$ cat src/rtl/systolic_deskew.sv
// systolic_deskew: realigns skewed lanes leaving the systolic array.
// Lane i lags lane 0 by i cycles on entry; lane i is delayed by LANES-1-i
// stages so a complete row lands in one common output register.
module systolic_deskew #(
  parameter int unsigned LANES   = 4,
  parameter int unsigned WIDTH   = 32,
  parameter int unsigned COUNT_W = 16
) (
  input  logic                     clk,
  input  logic                     rst,
  input  logic                     stall,
  input  logic [LANES-1:0]         in_valid,
  input  logic [LANES*WIDTH-1:0]   in_data,
  output logic                     out_valid,
  output logic [LANES*WIDTH-1:0]   out_data,
  output logic                     err_misalign,
  output logic [COUNT_W-1:0]       row_count
);

  localparam int unsigned ROW_W = LANES * WIDTH;

  // Chain-end valids and data, one entry per lane.
  logic [LANES-1:0] end_v;
  logic [ROW_W-1:0] end_d;
  logic             all_v;
  logic             any_v;
  logic             valid_q;

  for (genvar i = 0; i < LANES; i++) begin : g_lane
    localparam int unsigned D = LANES - 1 - i;

    if (D == 0) begin : g_pass
      // The latest lane needs no delay and feeds the output register directly.
      assign end_v[i]               = in_valid[i];
      assign end_d[i*WIDTH +: WIDTH] = in_data[i*WIDTH +: WIDTH];
    end else begin : g_chain
      logic [D-1:0]     v;
      logic [WIDTH-1:0] d [D];

      // Delay chain for this lane; frozen as a whole while stalled.
      always_ff @(posedge clk or posedge rst) begin
        if (rst) begin
          v <= '0;
          for (int k = 0; k < int'(D); k++) begin
            d[k] <= '0;
          end
        end else if (!stall) begin
          v[0] <= in_valid[i];
          d[0] <= in_data[i*WIDTH +: WIDTH];
          for (int k = 1; k < int'(D); k++) begin
            v[k] <= v[k-1];
            d[k] <= d[k-1];
          end
        end
      end

      assign end_v[i]               = v[D-1];
      assign end_d[i*WIDTH +: WIDTH] = d[D-1];
    end
  end

  assign all_v = &end_v;
  assign any_v = |end_v;

  // Common output register: emit complete rows, flag partial ones.
  always_ff @(posedge clk or posedge rst) begin
    if (rst) begin
      valid_q      <= 1'b0;
      out_data     <= '0;
      err_misalign <= 1'b0;
      row_count    <= '0;
    end else if (!stall) begin
      if (all_v) begin
        valid_q   <= 1'b1;
        out_data  <= end_d;
        row_count <= row_count + COUNT_W'(1);
      end else begin
        valid_q <= 1'b0;
        if (any_v) begin
          err_misalign <= 1'b1;
        end
      end
    end
  end

  // A held row is not offered downstream during a stall.
  assign out_valid = valid_q & ~stall;

endmodule

$ cat config.mk
export PLATFORM = sky130hd
export DESIGN_NAME = systolic_deskew
export DESIGN_NICKNAME = d
export VERILOG_FILES = /design/src/rtl/systolic_deskew.sv
export SDC_FILE = /design/constraint.sdc
export NUM_CORES = 1
export LEC_CHECK = 0
export BUFFER_PORTS_ARGS = -buffer_cell sky130_fd_sc_hd__buf_2
export CORE_MARGIN = 4
export CORE_UTILIZATION = 40
export DETAILED_ROUTE_END_ITERATION = 10
export GPL_ROUTABILITY_DRIVEN = 0
export PLACE_DENSITY = 0.74
export SKIP_CTS_REPAIR_TIMING = 1
export SLEW_MARGIN = 20
export SYNTH_ARGS = -nofsm -noshare
export SYNTH_HDL_FRONTEND = slang
export SYNTH_SLANG_ARGS = --single-unit
$ cat constraint.sdc
create_clock -name clk -period 13.5 [get_ports clk]
set_clock_uncertainty 0.2 [all_clocks]
set_input_delay 2.025 -clock clk [delete_from_list [all_inputs] [get_ports clk]]
set_output_delay 2.025 -clock clk [all_outputs]
set_load 0.05 [all_outputs]
==> results_dict.tcl, run 1 <==
set metrics [dict create \
    tightest_slew_ns 0.980 \
    yosys.area.top_type "dfrtp_1" \
    holdWs_ns 0.268 \
    areaGrowthSynthToFinish_pct 22.3 \
    worstReg2RegEnd "out_data[123]" \
    cp_max_fo 69 \
    grt_start_max_net_pins 109 \
    synth_fp_nets 892 \
    report.final.slew_viol_count 0 \
    core.rowCount 65 \
    period_share 0.381 \
    clk_pin_slew_ns 0.06 \
    hp-class "reg2reg" \
    netlist_top_cells_area "dfrtp_1 (67%), mux2_2 (22%), mux2_1 (6.7%)" \
    dieArea_um2 35200 \
    relSlewSlack 0.347 \
    fill_cells 2739 \
    r2r-start "g_lane[1].g_chain.v[1]" \
    crit_path_end_kind "output port" \
    dp_hpwl_um 16500 \
    intPower_mw 2.19 \
    core_area_um2 31700 \
    io_buffers 280 \
    critPathArrivalTime_ns 2.92 \
    grt_pass1_wl_um 40700 \
    root_buffer "clkbuf_16" \
    top_layer_used "met5" \
    vdd_drop_max_mv 0.154 \
    path_class "in2out" \
    cellPowerDensity_nw_per_um2 227 \
    drt_iter0_markers 225 \
    drc 0 \
    io_pins 281 \
    final_util 0.498 \
    final_nets 1180 \
    clock-sinks 344 \
    viasPerCell 4.82 \
    synth_edf_count 0 \
    die_h_um 188 \
    setup_viol 0 \
    combPwrFrac 0.335 \
    finalSetupTns_ns 0 \
    grt_pass1_vias 7662 \
    synth.avg_cell_area_um2 17.1 \
    leakagePower_nw 7.44 \
    hp-start "row_count[15]" \
    async_flop_share 1.00 \
    gr-total-overflow 0 \
    route.met3.wl_um 1570 \
    synth_ff_type "dfrtp_1" \
    syn_inst 756 \
    cts_tree "yes" \
    antenna_found_initial 7 \
    power_switching_mw 1.39 \
    detail-route-antenna-nets 0 \
    cts_buffer_depth 3 \
    yosys-top-cells-count "dfrtp_1 (344), mux2_2 (250), mux2_1 (77)" \
    required_ns 11.27 \
    vias 7100 \
    rr_worst_depth 4 \
    die_w_um 188 \
    ff_latch_area_um2 8610 \
    numCtsBuffers 36 \
    ys_warn_count 0 \
    synth_area_um2 12900 \
    cap_violations 0 \
    drt-met1-wl_um 10200 \
    drt-wirelength-per-cell_um 16.7 \
    hold_path_end "row_count[15]" \
    synth.most_common_cell "dfrtp_1" \
    floorplan.initialDensity 0.407 \
    firstDrtPassIters 4 \
    reg2reg_setup_slack_ns 11.26 \
    synth_cell_types 25 \
    seq_power_share 0.398 \
    p_clk_frac 0.267 \
    wl_um 24600 \
    multi_input_area_um2 4020 \
    ys_seq_area_frac 0.667 \
    fmax_mhz 195 \
    synth_seq_cells 344 \
    worstSkewPairLatency_ns 0.49 \
    status "completed" \
    grt_usage 0.139 \
    h-tree-depth 2 \
    rsz0062_at_grt "no" \
    hold_violations 0 \
    drive_gt1_frac 0.559 \
    wl_met2_um 12000 \
    swShare 0.387 \
    start_kind "primary input" \
    synth_top_area_share 0.667 \
    final.min_clock_period_ns 5.14 \
    hold_path_depth 1 \
]
[cell usage in the layout, fill, tap and decap left out, drive strengths merged]
| master | synthesis | final |
|---|---|---|
| xor2 | 3 | 3 |
| xnor2 | 12 | 12 |
| inv | 2 | 2 |
| ha | 1 | 1 |
| nor2 | 2 | 2 |
| clkinv | 0 | 8 |
| diode | 0 | 2 |
| mux2 | 327 | 327 |
| clkbuf | 0 | 53 |
| bufinv | 0 | 2 |
| and3 | 1 | 1 |
| o21bai | 1 | 1 |
| nand4 | 4 | 4 |
| buf | 37 | 286 |
| nor2b | 1 | 1 |
| o41ai | 1 | 1 |
| dfrtp | 344 | 344 |
| nand3 | 5 | 5 |
| nor4 | 1 | 1 |
| nand2 | 10 | 10 |
| nor3 | 3 | 3 |
| clkinvlp | 0 | 1 |
| a21o | 1 | 1 |
[registers in the layout (all words and copies together), names as in the netlist]
name and cells:
row_count 16, out_data 128, valid_q 1, g_lane.g_chain.v 6, err_misalign 1, g_lane.g_chain.d 128
end_d 64
[kinds of logic after synthesis]
family / synth area share
fa+ha+maj: 0.000969
xor+xnor: 0.0102
simple gates: 0.0135
compound gates: 0.00184
buf+inv: 0.0210
mux: 0.285
flops: 0.667
[per-layer routing]
metal / GRT usage / vias up
met5: 0 / -
met3: 0.0424 / 66
met2: 0.232 / 180
met1: 0.174 / 3602
met4: 0.0483 / 10
li1: - / 3242
[final cells by class]
class | instances | share of cell area
Clock buffer | 52 | 0.0667
Clock inverter | 11 | 0.00682
Antenna cell | 2 | 0.000317
Timing Repair Buffer | 287 | 0.0929
Inverter | 2 | 0.000951
Sequential cell | 344 | 0.545
Multi-Input combinational cell | 373 | 0.255
Tap cell | 402 | 0.0319
[power groups by stage]
stage	clock, mW	sequential, mW	combinational [mW]
final	0.955	1.43	1.20
after global routing	1.03	1.46	1.26
after CTS	0.988	1.43	1.22
after global placement	0	1.43	1.20
after floorplan	0	2.09	0.251
after detailed placement	0	1.45	1.21
[how the worst max path moves through the flow]
stage,startpoint,cells past startpoint,end
final,stall,3,out_valid
after global routing,stall,3,out_valid
after CTS,stall,3,out_valid
after detailed placement,stall,3,out_valid
after global placement,stall,3,out_valid
after floorplan,rst,1,end_d[0]
[critical path, stage by stage]
cell	delay (ns)
clkbuf_8	0.31
nor2b_1	0.23
buf_2	0.29
[metrics by stage]
step	power (mW)	cells	area (um^2)	setup slack, ns
after CTS	3.63	1471	15800	8.38
after global routing	3.76	1473	15800	8.30
after detailed placement	2.66	1408	14600	8.39
final	3.58	1473	15800	8.36
after global placement	2.63	1408	14600	8.41
after floorplan	2.34	756	12900	1.74
Note: power is estimated with default switching activity, not from simulation.
==> run 2, diff against run 1 <==
PLACE_DENSITY = 0.76   (was 0.74)
clock period = 4.25 ns   (was 13.5 ns; I/O delays follow)
==> results_dict.tcl, run 2 (synthesis gave the netlist of run 1 again) <==
set metrics [dict create \
    vdd_drop_max_mv 0.365 \
    root_buffer "clkbuf_16" \
    finalPower_mw 11.8 \
    cap_violations 0 \
    fmax_mhz 437 \
    antenna_found_initial 5 \
    dp_cells 1410 \
    path_cells "clkbuf_8, nor2b_1, buf_2" \
    gr-total-overflow 0 \
    design_area_um2 16000 \
    required_ns 3.41 \
    cp_max_fo 52 \
    rsz0062_at_grt "no" \
    clk_pin_slew_ns 0.06 \
    core.rowCount 65 \
    io_pins 281 \
    placed_area_um2 14700 \
    final_util 0.505 \
    fill_cells 2683 \
    dp_hpwl_um 16700 \
    worstSkewPairLatency_ns 0.50 \
    drive_gt1_frac 0.561 \
    drt_iter0_markers 255 \
    hp-class "in2async" \
    core_area_um2 31700 \
    viasPerCell 4.84 \
    layout.cells.non_filler 1481 \
    drc 0 \
    grt_usage 0.141 \
    period_share 0.538 \
    h-tree-depth 2 \
    holdWs_ns 0.00199 \
    crit_path_end_kind "output port" \
    hold_violations 0 \
    die_w_um 188 \
    report.final.slew_viol_count 0 \
    io_buffers 280 \
    final.min_clock_period_ns 2.29 \
    slowest_delay_ns 0.30 \
    final_common_cell "dfrtp_1" \
    final_nets 1183 \
    cts_buffer_depth 3 \
    numCtsBuffers 37 \
    status "completed" \
    firstDrtPassIters 4 \
    grt_pass1_wl_um 41000 \
    critPathArrivalTime_ns 1.45 \
    cellPowerDensity_nw_per_um2 736 \
    clock-sinks 344 \
    final_cell_mix "dfrtp_1 (344), buf_2 (279), mux2_2 (250)" \
    setup_viol 0 \
    areaGrowthSynthToFinish_pct 24.1 \
    relSlewSlack 0.419 \
    cts_tree "yes" \
    die_h_um 188 \
    wl_um 25000 \
    detail-route-antenna-nets 0 \
    floorplan.initialDensity 0.407 \
    layout_setup_ws_ns 1.96 \
    start_kind "primary input" \
    dieArea_um2 35200 \
    path_class "in2out" \
    critPathSlowestCell "buf_2" \
    reg2reg_setup_slack_ns 2.22 \
    vias 7175 \
    finalSetupTns_ns 0 \
    tightest_slew_ns 0.872 \
    grt_pass1_vias 7729 \
    dp_slack_ns 1.70 \
    drt-wirelength-per-cell_um 16.9 \
    grt_start_max_net_pins 154 \
    leakagePower_nw 7.54 \
]
==> run 2: changes by cell type in the layout (fill, tap and decap cells not counted), moves of 2 or more <==
| cell | change |
|---|---|
| bufinv_16 | +4 |
| buf_12 | +4 |
| clkinv_2 | -3 |
| clkbuf_16 | +2 |
==> run 2: worst paths after layout <==
path,startpoint,end,depth (start not counted)
max in group asynchronous,rst,g_lane[2].g_chain.d[6],3
min,rst,g_lane[0].g_chain.d[83],2
min reg2reg,row_count[15],row_count[15],1
max,stall,out_valid,3
max reg2reg,g_lane[1].g_chain.v[1],out_data[0],4
min in group clk,in_data[125],out_data[125],2
==> run 2: critical path: cells and delay by family <==
kind	cells	cell delay, ns
buf+inv	2	0.56
simple gates	1	0.20
==> run 2: final cells by class <==
type / instances / area [um^2] / share of cell area
multi-input cells: 373 / 4020 / 0.251
diodes: 3 / 7.51 / 0.000469
flip-flops and latches: 344 / 8610 / 0.537
clock inverters: 12 / 214 / 0.0134
well taps: 402 / 503 / 0.0314
clock buffers: 56 / 1120 / 0.0699
repair buffers: 289 / 1530 / 0.0954
inverters: 2 / 11.3 / 0.000703
==> run 2: routing by layer <==
layer,GRT usage,share of wire
met5,0,0.0011
met4,0.0500,0.031
met3,0.0473,0.073
met2,0.228,0.48
met1,0.178,0.42
==> run 2: where the power goes <==
| group | leakage, nW | total, mW | internal (mW) | switching (mW) |
|---|---|---|---|---|
| sequential | 4.15 | 4.53 | 4.12 | 0.412 |
| combinational | 2.73 | 3.82 | 1.02 | 2.80 |
| clock | 0.658 | 3.44 | 2.19 | 1.25 |
